`config.mk`:
```
export PLATFORM = sky130hd
export DESIGN_NAME = aes_req_arbiter
export DESIGN_NICKNAME = d
export VERILOG_FILES = /design/src/rtl/aes_req_arbiter.sv
export SDC_FILE = /design/constraint.sdc
export NUM_CORES = 1
export LEC_CHECK = 0
export CORE_AREA = 2 2 402 404
export CTS_BUF_LIST = sky130_fd_sc_hd__clkbuf_4 sky130_fd_sc_hd__clkbuf_8
export DETAILED_ROUTE_END_ITERATION = 16
export DIE_AREA = 0 0 404 406
export SLEW_MARGIN = 40
export SYNTH_ARGS = -nofsm -noshare
export SYNTH_HDL_FRONTEND = slang
export SYNTH_SLANG_ARGS = --single-unit
```
`constraint.sdc`:
```
create_clock -name CLOCK -period 5.21 [get_ports CLOCK]
set_clock_uncertainty 0.15 [all_clocks]
set_input_delay 1.563 -clock CLOCK [delete_from_list [all_inputs] [get_ports CLOCK]]
set_output_delay 1.563 -clock CLOCK [all_outputs]
set_load 0.03 [all_outputs]
```
`src/rtl/aes_req_arbiter.sv`:
```
// aes_req_arbiter: two-port round-robin front end for a shared AES-128 core.
// Sequences launch, completion/timeout, tagged response and core clear.
module aes_req_arbiter #(
  parameter int TIMEOUT_CYCLES = 16
) (
  input  logic         CLOCK,
  input  logic         RESET,
  input  logic         REQ0_VALID,
  output logic         REQ0_READY,
  input  logic [127:0] REQ0_DATA,
  input  logic [127:0] REQ0_KEY,
  input  logic         REQ1_VALID,
  output logic         REQ1_READY,
  input  logic [127:0] REQ1_DATA,
  input  logic [127:0] REQ1_KEY,
  output logic         RSP_VALID,
  input  logic         RSP_READY,
  output logic         RSP_ID,
  output logic [127:0] RSP_DATA,
  output logic         RSP_ERR,
  output logic         CORE_ED,
  output logic         CORE_DAVAILABLE,
  output logic [127:0] CORE_IN,
  output logic [127:0] CORE_KEY,
  output logic         CORE_RESET,
  input  logic [127:0] CORE_OUT,
  input  logic         CORE_DONE
);

  localparam int CW = $clog2(TIMEOUT_CYCLES);
  localparam logic [CW-1:0] CNT_LAST = CW'(TIMEOUT_CYCLES - 1);

  typedef enum logic [2:0] {
    S_IDLE,
    S_LAUNCH,
    S_BUSY,
    S_RESP,
    S_CLEAR
  } state_t;

  state_t          state;
  logic            last_grant;
  logic            owner;
  logic [127:0]    job_data;
  logic [127:0]    job_key;
  logic [CW-1:0]   cnt;
  logic            rsp_valid;
  logic [127:0]    rsp_data;
  logic            rsp_err;
  logic            core_ed;
  logic            core_dav;
  logic            win;
  logic            idle_ok;

  // Winner select: lone requester wins, a tie goes to the one not granted last.
  always_comb begin
    win = 1'b0;
    unique case (1'b1)
      (REQ0_VALID & REQ1_VALID):  win = ~last_grant;
      (REQ1_VALID & ~REQ0_VALID): win = 1'b1;
      default:                    win = 1'b0;
    endcase
  end

  assign idle_ok    = (state == S_IDLE) & ~RESET;
  assign REQ0_READY = idle_ok & REQ0_VALID & ~win;
  assign REQ1_READY = idle_ok & REQ1_VALID & win;

  assign RSP_VALID       = rsp_valid;
  assign RSP_ID          = owner;
  assign RSP_DATA        = rsp_data;
  assign RSP_ERR         = rsp_err;
  assign CORE_ED         = core_ed;
  assign CORE_DAVAILABLE = core_dav;
  assign CORE_IN         = job_data;
  assign CORE_KEY        = job_key;
  assign CORE_RESET      = RESET | (state == S_CLEAR);

  // Job sequencer with registered core and response outputs.
  always_ff @(posedge CLOCK) begin
    if (RESET) begin
      state      <= S_IDLE;
      last_grant <= 1'b1;
      owner      <= 1'b0;
      job_data   <= '0;
      job_key    <= '0;
      cnt        <= '0;
      rsp_valid  <= 1'b0;
      rsp_data   <= '0;
      rsp_err    <= 1'b0;
      core_ed    <= 1'b0;
      core_dav   <= 1'b0;
    end else begin
      unique case (state)
        S_IDLE: begin
          if (REQ0_VALID | REQ1_VALID) begin
            job_data   <= win ? REQ1_DATA : REQ0_DATA;
            job_key    <= win ? REQ1_KEY : REQ0_KEY;
            owner      <= win;
            last_grant <= win;
            core_ed    <= 1'b1;
            core_dav   <= 1'b1;
            state      <= S_LAUNCH;
          end
        end
        S_LAUNCH: begin
          cnt      <= '0;
          core_dav <= 1'b0;
          state    <= S_BUSY;
        end
        S_BUSY: begin
          cnt <= cnt + CW'(1);
          if (CORE_DONE) begin
            rsp_data  <= CORE_OUT;
            rsp_err   <= 1'b0;
            rsp_valid <= 1'b1;
            core_ed   <= 1'b0;
            state     <= S_RESP;
          end else if (cnt == CNT_LAST) begin
            rsp_data  <= '0;
            rsp_err   <= 1'b1;
            rsp_valid <= 1'b1;
            core_ed   <= 1'b0;
            state     <= S_RESP;
          end
        end
        S_RESP: begin
          if (RSP_READY) begin
            rsp_valid <= 1'b0;
            state     <= S_CLEAR;
          end
        end
        S_CLEAR: begin
          state <= S_IDLE;
        end
        default: begin
          state <= S_IDLE;
        end
      endcase
    end
  end

endmodule

```
After elaboration in Yosys (flattened, before gate mapping):

Index checks and enable logic that the tools add are counted.

* shifts and indexed selects: 0
* reduce and logical (&&, ||, !) cells: 12
* order comparisons: 0
* mux-type cells: 21
* bitwise operators: 13
* div/mod/pow operators: 0
* equality and inequality tests: 8
* $mul: 0
* $add $sub $neg: 1

Operator list (number)
* $mux W128: 4
* $mux W3: 4
* $pmux W3 S4: 1
* $reduce_bool A2 Y1: 5
* $reduce_and A3 Y1: 3
* $pmux W1 S2: 4
* $pmux W4 S2: 1
* $and A1 B1 Y1: 7
* $mux W1: 7
* $eq A3 B2 Y1 const B: 2
* $reduce_and A2 Y1: 3
* $add A4 B1 Y4 const B: 1
* $eq A4 B4 Y1 const B: 1
* $not A1 Y1: 4
* $eq A3 B1 Y1 const B: 1
* $eq A3 B3 Y1 const B: 1
* $logic_not A3 Y1: 1
* $ne A3 B3 Y1 const B: 1
* $ne A2 B1 Y1 const B: 1
* $ne A2 B2 Y1 const B: 1
* $or A1 B1 Y1: 2

* bits of input ports: 646
* output and inout bits: 392
* logic and storage cells: 66
* bits in read-only memories: 0
* register bits after elaboration: 397
* RAM bits: 0
* latch bits: 0
* memories kept: 0

Depth between registers and ports, before layout:

* depth in word-level cells: 5
* gate-level depth with buffers: 7
* mapped depth without buffers: 4

Worst setup path after synthesis:

OpenSTA, ideal clock, no wires.

* path type: input -> output
* start point: input RESET
* end point: output REQ0_READY
* setup slack: 0.307 ns
* buffers on the path: 3
* data arrival time: 3.190 ns
* cell stages on the path: 4
* required time: 3.497 ns
* path through: clkbuf_1 -> clkbuf_1 -> clkbuf_1 -> nor4b_1

* longest elaborated chain between the ends: 4

RTL lines
* from (decl): line 7 `input logic RESET,`
* $not A1 Y1: line 65 `assign idle_ok = (state == S_IDLE) & ~RESET;`
* $and A1 B1 Y1: line 65
* $and A1 B1 Y1 (2 in series): line 66 `assign REQ0_READY = idle_ok & REQ0_VALID & ~win;`
* to (decl): line 9 `output logic REQ0_READY,`

Every way passes these cells.

Final worst setup path:

* start point: input REQ1_VALID
* end point: output REQ0_READY

* longest elaborated chain between the ends: 4
* elaborated cells between the ends (all ways): 5
* classes of those cells: mux (1); bitwise (4)

RTL lines
* from (decl): line 12 `input logic REQ1_VALID,`
* $and A1 B1 Y1 (on tied branches): line 60, 59
* $pmux W1 S2 *: line 58 `unique case (1'b1)`
* $not A1 Y1 *: line 66
* $and A1 B1 Y1 *: line 66

Mark *: on every way between the ends. The rest lies on a longest branch, timed or not.

==> run_results.csv <==
group,metric,value,unit
outcome,status,"complete, no violations",
routing,postRouteAntennaNets,0,
critical_path,end_kind,"primary output",
synth,ys_seq_area_share,42.6,%
synth,synthSimpleGateAreaFrac,19.2,%
layout,postLayoutCellArea,32900,um^2
layout,multiInputGateArea,8770,um^2
grt,antenna_found_initial,86,
routing,vias_per_cell,3.82,
clock_network,cts_buffer_depth,3,
floorplanning,rows,147,
timing,fmax,0.202,GHz
timing,tightest_slew,1.01,ns
placed_design,portBuffers,1037,
routing,wl,130,mm
synth,synth_warnings,0,
clock_network,clk_latency,0.74,ns
timing,setup_tns,0,ns
timing,setup_viol,0,
critical_path,crit_fanout,4,
routing,drc,0,
run,cap_violations,0,
grt,track_usage,15.2,%
synth,synth-seq-cells,397,
clock_network,cts_tree,"built",
floorplanning,io-pin-count,1038,
floorplanning,die_w,404,um
layout,layout_common_cells,"clkdlybuf4s50_1, dfxtp_1, inv_1",
clock_network,clk_pin_slew,0.06,ns
synth,yosys-mux-area-fraction,0.0537,%
timing,max_slew_margin,32.8,%
layout,fill_cells,17600,
pwr,power.total,0.0112,W
layout,layout_commonest_cell,"clkdlybuf4s50_1",
clock_network,cts-buffers-inserted,81,
grt,grt_pass1_vias,19900,
clock_network,post-cts-setup-buffers,0,
synth,synth_xor_area_share,0,%
placed_design,gp_congestion,0.935,
synth,synth_compound_area_share,27.5,%
synth,synth_top_family_by_area,"compound AO/OA/AOI/OAI gates",
floorplanning,die_area,164000,um^2
synth,synth_cell_types,39,
timing,period_share,95.0,%
timing,hold_viol_final,0,
floorplanning,die_h,406,um
grt,grt_max_degree,158,
layout,seq_area,7950,um^2
synth,synth.avg_cell_area,8.99,um^2
synth,synth_fa_ha_area_share,0.0671,%
worst_hold_path,hp-class,"flip-flop to flip-flop",
clock_network,clock-sinks,397,
critical_path,cp.arrival,3.24,ns
pwr,leakage,11.5,nW
layout,layout-drive-gt1-share,13.8,%
synth,synth_fp_nets,2720,
pwr,p_per_area,341,nW/um^2
clock_network,cts_resized,0,
layout,layout.nets,3683,
routing,wl_per_cell,25.1,um
timing,drv_slew,0,
synth,synth_area,18600,um^2
critical_path,startpoint_type,"input pin",
routing,first_iter_violations,1311,
routing,first_pass_iters,5,
clock_network,root_buffer,"clkbuf_8",
layout,synthToLayoutAreaGrowth,76.7,%
placed_design,place_area,31300,um^2
floorplanning,core,160000,um^2
clock_network,cts-hold-fix-buffers,0,
floorplanning,start_util,11.7,%
timing,fin_crit,4.95,ns
placed_design,dpl.hpwl,105,mm
layout,stdcell_count,5189,
synth,synth_cells,2073,
placed_design,dp_cells,5037,
clock_network,htreeDepth,3,
grt,overflow,0,
critical_path,crit_type,"input pin to primary output",
critical_path,crit_required,3.50,ns
grt,grt_pass1_wl,171,mm
timing,rsz0062_at_grt,"no",
pwr,ir_worst_vdd,233,uV
routing,routed-via-count,19800,
[path summary, 6_finish.rpt]
check | from | end | slack (ns) | cells past startpoint
setup reg to reg | state[2] | CORE_IN[101] | 1.83 | 6
hold / removal | RSP_ID | RSP_ID | 0.32 | 2
setup / recovery | REQ1_VALID | REQ0_READY | 0.26 | 4
hold reg to reg | RSP_ID | RSP_ID | 0.32 | 2
[worst max-delay path, cell delays in order]
cell and delay, ns:
clkdlybuf4s50_1 0.46, nor2b_1 0.19, nor4b_1 0.28, clkdlybuf4s50_1 0.74
[per-layer routing]
metal  wire, um  GRT usage [%]
met3      12000           5.37
met1      51900           18.0
met5        204              0
met2      61600           25.4
met4       4450           5.00
[synthesized netlist by cell type]
master | number | area, um^2
dfxtp_1 | 397 | 7950
inv_1 | 261 | 980
nand2b_1 | 260 | 1630
nor3_1 | 257 | 1290
a221oi_2 | 229 | 3440
clkbuf_1 | 149 | 559
a21oi_1 | 132 | 661
o21ai_0 | 132 | 661
nand2_1 | 129 | 484
a221oi_1 | 29 | 254
buf_2 | 29 | 145
buf_6 | 26 | 293
nor2_1 | 6 | 22.5
a31oi_1 | 4 | 25.0
nand3_1 | 3 | 15.0
nor2b_1 | 3 | 18.8
nor3b_1 | 2 | 15.0
nor4b_1 | 2 | 17.5
or2_2 | 2 | 12.5
or3_1 | 2 | 12.5
a2111oi_0 | 1 | 8.76
a211o_1 | 1 | 8.76
a211oi_1 | 1 | 7.51
a21bo_2 | 1 | 10.0
a21o_1 | 1 | 7.51
a221o_1 | 1 | 10.0
a31o_2 | 1 | 8.76
and3_1 | 1 | 6.26
and4b_1 | 1 | 10.0
buf_1 | 1 | 3.75
ha_1 | 1 | 12.5
mux2i_1 | 1 | 10.0
nand4bb_1 | 1 | 11.3
nor4_1 | 1 | 6.26
nor4bb_1 | 1 | 10.0
o2bb2ai_1 | 1 | 8.76
o32ai_1 | 1 | 8.76
or3b_2 | 1 | 8.76
or4b_2 | 1 | 10.0
[registers in the layout, indices dropped and copies added, names as in the netlist]
signal / flops
cnt: 4
RSP_VALID: 1
RSP_ERR: 1
last_grant: 1
CORE_ED: 1
CORE_KEY: 128
CORE_DAVAILABLE: 1
CORE_IN: 128
RSP_ID: 1
state: 3
RSP_DATA: 128
[kinds of logic (layout without fill, tap and decap cells)]
family,after synthesis,in the layout
adders and majority gates,1,1
muxes,1,1
buffers and inverters,466,1483
AOI/OAI and AO/OA,535,535
and+or+nand+nor,673,673
other,0,13
DFF,397,397
[stage by stage]
| stage | utilization [%] | hold WS [ns] | worst slack, ns |
|---|---|---|---|
| after CTS | 20.6 | 0.318 | 0.272 |
| after floorplan | - | 0.329 | 0.307 |
| after global routing | 20.6 | 0.341 | 0.202 |
| after detailed placement | 19.6 | 0.307 | 0.294 |
| final | 20.6 | 0.320 | 0.262 |
| after global placement | 19.6 | 0.303 | 0.296 |
[layout make-up]
class                           instances  area share (%)
Antenna cell                           13          0.0987
Clock buffer                          121            4.45
Clock inverter                         16           0.456
Inverter                              261            2.97
Multi-Input combinational cell       1210            26.6
Sequential cell                       397            24.1
Tap cell                             2086            7.92
Timing Repair Buffer                 1085            33.4
[report_power, final]
part	switching [W]	internal, W
clock	0.00159	0.00185
sequential	0.000282	0.00348
combinational	0.00232	0.00170
Power figures use the tool's default switching activity.
